## config.mk

```make
export PLATFORM = sky130hd
export DESIGN_NAME = timer_array
export DESIGN_NICKNAME = d
export VERILOG_FILES = /design/src/rtl/timer_array.sv
export SDC_FILE = /design/constraint.sdc
export NUM_CORES = 1
export LEC_CHECK = 0
export CORE_MARGIN = 2
export CORE_UTILIZATION = 60
export DETAILED_ROUTE_END_ITERATION = 12
export PLACE_DENSITY = 0.89
export SETUP_SLACK_MARGIN = 0.5
export SLEW_MARGIN = 20
export SYNTH_ARGS = -nofsm -noshare
export SYNTH_HDL_FRONTEND = slang
export SYNTH_SLANG_ARGS = --single-unit
```

## constraint.sdc

```tcl
create_clock -name clk -period 3.6 [get_ports clk]
set_input_delay 0.72 -clock clk [delete_from_list [all_inputs] [get_ports clk]]
set_output_delay 0.72 -clock clk [all_outputs]
set_load 0.01 [all_outputs]
```

## src/rtl/timer_array.sv

```systemverilog
// NUM_CH independent programmable down-counters behind one bridge slot, 16 bytes per channel.
// Optional per-channel prescaler in CTRL[15:8] when TIMER_PRESCALE_EN is defined.
module timer_array #(
  parameter int          NUM_CH    = 4,
  parameter int          CNT_W     = 32,
  parameter logic [31:0] BASE_ADDR = 32'h0000_7F00
) (
  input  logic              clk,
  input  logic              reset,
  input  logic              we,
  input  logic [31:0]       addr,
  input  logic [31:0]       wdata,
  output logic [31:0]       rdata,
  output logic [NUM_CH-1:0] irq,
  output logic              irq_any
);

  typedef enum logic [1:0] {IDLE, LOAD, CNT, DONE} state_t;

  localparam logic [31:0]      SPAN    = 32'(16 * NUM_CH);
  localparam logic [CNT_W-1:0] CNT_ONE = CNT_W'(1);

  logic [31:0] offset;
  logic        hit;
  logic [2:0]  sel_ch;
  logic [1:0]  sel_reg;
  logic [31:0] rd_word [NUM_CH];
  logic        wdata_unused;

  assign offset       = addr - BASE_ADDR;
  assign hit          = (addr >= BASE_ADDR) && (offset < SPAN);
  assign sel_ch       = offset[6:4];
  assign sel_reg      = offset[3:2];
  assign wdata_unused = ^wdata;

  for (genvar gi = 0; gi < NUM_CH; gi++) begin : g_ch
    state_t           state_reg, state_next;
    logic             en_reg, im_reg, pend_reg;
    logic [1:0]       mode_reg;
    logic [CNT_W-1:0] preset_reg, count_reg;
    logic             ctrl_we, preset_we, auto_reload, tick;
    logic             do_load, do_dec, do_done;
    logic [7:0]       ps_field;
    logic [31:0]      ch_word;

    assign ctrl_we     = we && hit && (sel_ch == 3'(gi)) && (sel_reg == 2'd0);
    assign preset_we   = we && hit && (sel_ch == 3'(gi)) && (sel_reg == 2'd1);
    assign auto_reload = (mode_reg == 2'b01);

`ifdef TIMER_PRESCALE_EN
    logic [7:0] ps_reg, pre_cnt_reg;

    assign tick     = (pre_cnt_reg == ps_reg);
    assign ps_field = ps_reg;

    always_ff @(posedge clk) begin
      if (reset) begin
        ps_reg      <= '0;
        pre_cnt_reg <= '0;
      end else begin
        if (ctrl_we) ps_reg <= wdata[15:8];
        if (do_load || !en_reg) pre_cnt_reg <= '0;
        else if (state_reg == CNT) pre_cnt_reg <= tick ? 8'd0 : pre_cnt_reg + 8'd1;
      end
    end
`else
    assign tick     = 1'b1;
    assign ps_field = 8'h00;
`endif

    always_ff @(posedge clk) begin
      if (reset) state_reg <= IDLE;
      else       state_reg <= state_next;
    end

    // A count of 0 or 1 expires on the next tick, so PRESET 0 behaves as 1.
    always_comb begin
      state_next = state_reg;
      case (state_reg)
        IDLE:    if (en_reg) state_next = LOAD;
        LOAD:    state_next = CNT;
        CNT: begin
          if (!en_reg)                           state_next = IDLE;
          else if (tick && count_reg <= CNT_ONE) state_next = DONE;
        end
        DONE:    state_next = auto_reload ? LOAD : IDLE;
        default: state_next = IDLE;
      endcase
    end

    always_comb begin
      do_load = (state_reg == LOAD);
      do_dec  = (state_reg == CNT) && en_reg && tick;
      do_done = (state_reg == DONE);
    end

    always_ff @(posedge clk) begin
      if (reset) begin
        en_reg     <= 1'b0;
        im_reg     <= 1'b0;
        pend_reg   <= 1'b0;
        mode_reg   <= 2'b00;
        preset_reg <= '0;
        count_reg  <= '0;
      end else begin
        if (do_load)     count_reg <= preset_reg;
        else if (do_dec) count_reg <= (count_reg > CNT_ONE) ? count_reg - CNT_ONE : '0;

        if (preset_we) preset_reg <= wdata[CNT_W-1:0];

        // A bus write to CTRL overrides the one-shot auto-disable.
        if (ctrl_we) begin
          en_reg   <= wdata[0];
          mode_reg <= wdata[2:1];
          im_reg   <= wdata[3];
        end else if (do_done && !auto_reload) begin
          en_reg <= 1'b0;
        end

        if (do_done)                 pend_reg <= 1'b1;
        else if (ctrl_we && wdata[4]) pend_reg <= 1'b0;
      end
    end

    always_comb begin
      ch_word = '0;
      case (sel_reg)
        2'd0:    ch_word = {16'h0000, ps_field, 3'b000, pend_reg, im_reg, mode_reg, en_reg};
        2'd1:    ch_word = 32'(preset_reg);
        2'd2:    ch_word = 32'(count_reg);
        default: ch_word = '0;
      endcase
    end

    assign rd_word[gi] = ch_word;
    assign irq[gi]     = pend_reg & im_reg;
  end

  always_comb begin
    rdata = '0;
    for (int i = 0; i < NUM_CH; i++) begin
      if (hit && sel_ch == 3'(i)) rdata = rd_word[i];
    end
  end

  assign irq_any = |irq;

endmodule
```

* Yosys cells after proc, flatten, opt, wreduce, memory -nomap -nowiden
Cells that the tools add are included.
** Storage, ports and cells
- Flip-flop bits (word level) :: 284
- Bits of input ports :: 67
- Output and inout bits :: 37
- Word-level logic and storage cells :: 189
** Operators by class
- Add/subtract/negate cells :: 5
- Magnitude comparators :: 10
- Eq/ne operators :: 29
- Mux-type cells :: 56
- Bitwise operators :: 4
- Reductions and logical operators :: 57
** Operators with widths (number)
- 32-bit two-way mux :: 16
- 32-bit one-hot mux with 3 select lines :: 4
- 32-bit by 1-bit > comparator with 1-bit output, second input constant :: 4
- 32-bit by 1-bit <= comparator with 1-bit output, second input constant :: 4
- 32-bit by 1-bit subtractor with 32-bit output, second input constant :: 4
- 32-bit by 15-bit greater-or-equal comparator with 1-bit output, second input constant :: 1
- 32-bit by 7-bit < comparator with 1-bit output, second input constant :: 1
- 2-bit one-hot mux with 4 select lines :: 4
- 32-bit by 15-bit subtractor with 32-bit output, second input constant :: 1
- 1-bit logical AND :: 30
- 2-bit two-way mux :: 12
- 2-bit nonzero test :: 12
- 1-bit two-way mux :: 20
- 2-bit by 1-bit equality test with 1-bit output, second input constant :: 9
- 2-bit equality test, second input constant :: 9
- 3-bit inequality test, second input constant :: 4
- 2-bit logical NOT :: 5
- 2-bit inequality test, second input constant :: 4
- 2-bit AND reduction :: 4
- 3-bit by 2-bit equality test with 1-bit output, second input constant :: 2
- 1-bit AND :: 4
- 1-bit logical NOT :: 4
- 4-bit OR reduction :: 1
- 3-bit by 1-bit equality test with 1-bit output, second input constant :: 1
- 3-bit logical NOT :: 1

* Depth between registers and ports, before layout
- Depth in word-level cells :: 9
- Mapped depth :: 9
- Mapped depth without buffers :: 8

* Worst setup path before layout
No wires, ideal clock.
- Kind :: input to output
- From :: in addr[18]
- To :: out rdata[10]
- Arrival time :: 2630 ps
- Data required time :: 2880 ps
- Setup slack :: 250 ps
- Stages on the path :: 6
- Buffers on the path :: 3
- Path through :: or4b_1 > or4_1 > clkbuf_1 > buf_2 > clkbuf_1 > nor4b_1
** On the way
- Longest elaborated chain between the ends :: 8
- Elaborated cells between the ends (all ways) :: 12
- Classes of those cells :: 1 x add/sub; 2 x order compare; 4 x mux; 5 x reduce/logical
** RTL lines
- from (decl) :: RTL line 11 : input logic [31:0] addr,
- 32-bit by 15-bit subtractor with 32-bit output :: RTL line 30 : assign offset = addr - BASE_ADDR;
- 32-bit by 7-bit < comparator with 1-bit output :: RTL line 31 : assign hit = (addr >= BASE_ADDR) && (offset < SPAN);
- 1-bit logical AND * :: RTL line 31
- 1-bit logical AND :: RTL line 142 : if (hit && sel_ch == 3'(i)) rdata = rd_word[i];
- 32-bit two-way mux (3 in series) :: RTL line 142
- 32-bit two-way mux * :: RTL line 142
- to (decl) :: RTL line 13 : output logic [31:0] rdata,
Every way passes the cells marked *; elsewhere a longest branch is shown, timed or not.

* Final worst setup path
- From :: in addr[17]
- To :: out rdata[9]
The elaborated chain is that of the path after synthesis.

==> key figures <==
Outcome
  – Status: finished, final reports clean

Clock tree
  – Hold_buf cts: 0
  – Htree depth: 1
  – Clock Path Buffers: 3
  – Worst-Skew Late Latency: 0.57 ns
  – Clock sink count: 284
  – Clk slew on worst S/H paths: 0.06 ns
  – CTS Buf Count: 30
  – CTS tree: built
  – CTS root buffer: clkbuf_16

Timing
  – Relative max-transition margin: 25.2%
  – Worst-Margin Slew: 1.12 ns
  – Fmax: 0.287 GHz
  – Setup Skew: 0.0141 ns
  – Final period util: 96.7%
  – Fin. max-slew vios: 0
  – Unrepaired setup endpoints after global routing: true
  – Final count of negative-setup-slack endpoints: 0
  – Tmin final: 3.48 ns
  – Fin. Hold Viols: 0

Synthesis
  – Syn Area/Cell: 7.55 sq um
  – Syn Inst Count: 2051
  – Synth cell types: 71
  – Post-synthesis cell area: 0.0155 sq mm
  – Synth area leaders: dfxtp_1 37%, nand2_1 11%, a21oi_1 7.1%
  – Yosys warns: 0
  – Ys flop type: dfxtp_1
  – Register bit total from synthesis: 284
  – Ys async rst share: 0%
  – Cell with the most instances after synthesis: nand2_1
  – Number of synthesized flops with an enable pin: 0
  – Seq/Total Area, Yosys: 36.7%
  – Synth Net Count: 2126
  – Yosys top cell by area: dfxtp_1
  – Synth top area share: 36.7%
  – Synth cell count leaders: 447 x nand2_1, 284 x dfxtp_1, 221 x a21oi_1, 163 x clkbuf_1, 119 x nor2_1

Placed design
  – Routability congestion estimate: 1.02
  – Detailed Place HPWL: 41.8 mm
  – Cells after DPL: 2472
  – Post-placement cell area: 0.0182 sq mm
  – IO Port Bufs: 101

Route
  – Residual DRC: 0
  – Routed WL: 62.4 mm
  – Pre-antenna DRT Iters: 6
  – DR WL/cell: 24.6 um
  – Post-DRT Antenna Nets: 0
  – Total number of vias: 18100
  – Via-to-Cell Ratio: 7.11
  – DR iter-0 viols: 3184

Setup path
  – Cell family with most CP delay: simple AND/OR/NAND/NOR gates
  – Worst r2r src: g_ch[2].count_reg[8]
  – R2R cell count: 8
  – CP Launch Type: input port
  – Buf/Inv on CP: 4
  – CP arrival: 2.76 ns
  – Crit path cell chain: buf_6, or4b_4, buf_6, or4_4, buf_6, nor4b_4, buf_2
  – Most frequent CP cell: buf_6
  – RR Endpoint: g_ch[2].count_reg[2]
  – Crit-path max cell delay: 0.58 ns
  – Critical-path top delay cell: or4_4
  – Critical Path End Type: primary output
  – Req. time, crit path: 2.88 ns
  – R2R Setup Slk: 0.62 ns
  – Kind of critical path: input port to primary output
  – Crit Path Max Fanout: 3

Die
  – IO Pins: 104
  – Die height: 165 um
  – Die area: 0.0271 sq mm
  – CORE AREA: 0.0253 sq mm
  – Row count: 58
  – DIE WIDTH: 165 um
  – Initial core utilization: 61.4%

GRT
  – GR Util met1: 54.9%
  – Largest net degree at the start of global routing: 147
  – Initial antenna violation count: 3
  – Met2 global-route usage: 68.4%
  – First-pass GRT wire length: 95.3 mm
  – Vias in the first global route: 17000
  – Overall Global Routing Usage: 45.1%
  – Met3 Use GR: 13.7%
  – Grt ovf: 0
  – Grt peak-use layer: met2

Power
  – NetSw: 1.68 mW
  – Switching Share: 24.2%
  – Power density over the cells: 358 mW/mm^2
  – P_int: 5.25 mW
  – Leak pwr: 7.18 nW
  – Gate power share: 8.4%
  – Max rail drop VDD: 0.000433 V
  – Sequential Power Share: 45.3%
  – Power share of the clock group: 46.3%

Min path
  – Min-delay src: reset
  – WHS Endpoint: g_ch[0].preset_reg[17]
  – Hold Crit Depth: 2
  – HP Class: input port to register

Flow run
  – Max-cap viol count: 0

Layout
  – Fin nets: 2265
  – Proportion of layout cells with a drive suffix above 1: 16.0%
  – Non-Filler Instances: 2542
  – Final instance area: 0.0194 sq mm
  – P&R area growth vs syn: 24.9%
## kinds of logic after synthesis
family | Yosys count | synth area share (%)
simple gates | 916 | 28.5
fa+ha+maj | 8 | 0.646
mux | 35 | 2.35
xor+xnor | 84 | 4.75
buf+inv | 189 | 4.69
compound gates | 535 | 22.3
flops | 284 | 36.7
## routing by layer
layer  wire length (um)  vias up
met2              26300     1507
li1                   -     7763
met3               9300      434
met5                 59        -
met4               5660        4
met1              21100     8357
## power by group through the flow
stage | clock network, mW | registers, mW | logic (mW)
2_1_floorplan | 0 | 3.21 | 0.214
3_3_place_gp | 0 | 3.21 | 0.531
3_5_place_dp | 0 | 3.21 | 0.535
4_1_cts | 3.18 | 3.14 | 0.542
5_1_grt | 3.31 | 3.14 | 0.584
6_report | 3.21 | 3.14 | 0.582
## final cells by class
type	instances	area [sq um]
Timing Repair Buffer	276	2510
Multi-Input combinational cell	1579	9660
Inverter	19	71.3
Clock buffer	45	918
Clock inverter	8	96.3
Tap cell	330	413
Antenna cell	1	2.50
Fill cell	1744	5890
Sequential cell	284	5690
## through the flow
stage | utilization, % | TNS (ns) | power, mW | hold slack [ns] | setup WS, ns
floorplan | - | 0 | 3.43 | 0.442 | 0.441
global placement | 72.0 | -28.58 | 3.74 | 0.455 | -0.473
detailed placement | 72.0 | -46.62 | 3.75 | 0.461 | -0.600
CTS | 76.3 | 0 | 6.87 | 0.416 | 0.175
global route | 76.6 | 0 | 7.04 | 0.431 | 0.0901
finish | 76.7 | 0 | 6.93 | 0.434 | 0.117
## timing repair
action,4_1_cts,5_1_grt
pin swaps,18,5
gates resized for setup,228,16
endpoints found under the setup margin,180,74
endpoints found under the hold margin,0,0
gates cloned,2,0
buffers inserted,12,1
## worst max-delay path by stage
stage / startpoint / to / depth (start not counted)
3_3_place_gp: addr[15] / rdata[27] / 7
6_report: addr[17] / rdata[9] / 7
3_5_place_dp: addr[29] / rdata[17] / 7
2_1_floorplan: addr[3] / rdata[11] / 7
5_1_grt: addr[17] / rdata[9] / 7
4_1_cts: addr[16] / rdata[17] / 7
## cells in the final DEF (no fill, tap or decap), drive strengths merged, types with 13 or more instances in the layout
cell,n
nand2,448
dfxtp,284
a21oi,221
buf,219
nor2,123
a221oi,107
nand3,74
a31oi,64
nor3,63
xor2,49
clkbuf,48
o21ai,44
nor4,43
clkdlybuf4s50,39
xnor2,35
mux2i,33
nor4b,32
or3,25
or4,23
a22oi,22
inv,19
o32ai,19
o211ai,15
and3,13
Power figures use the tool's default switching activity.
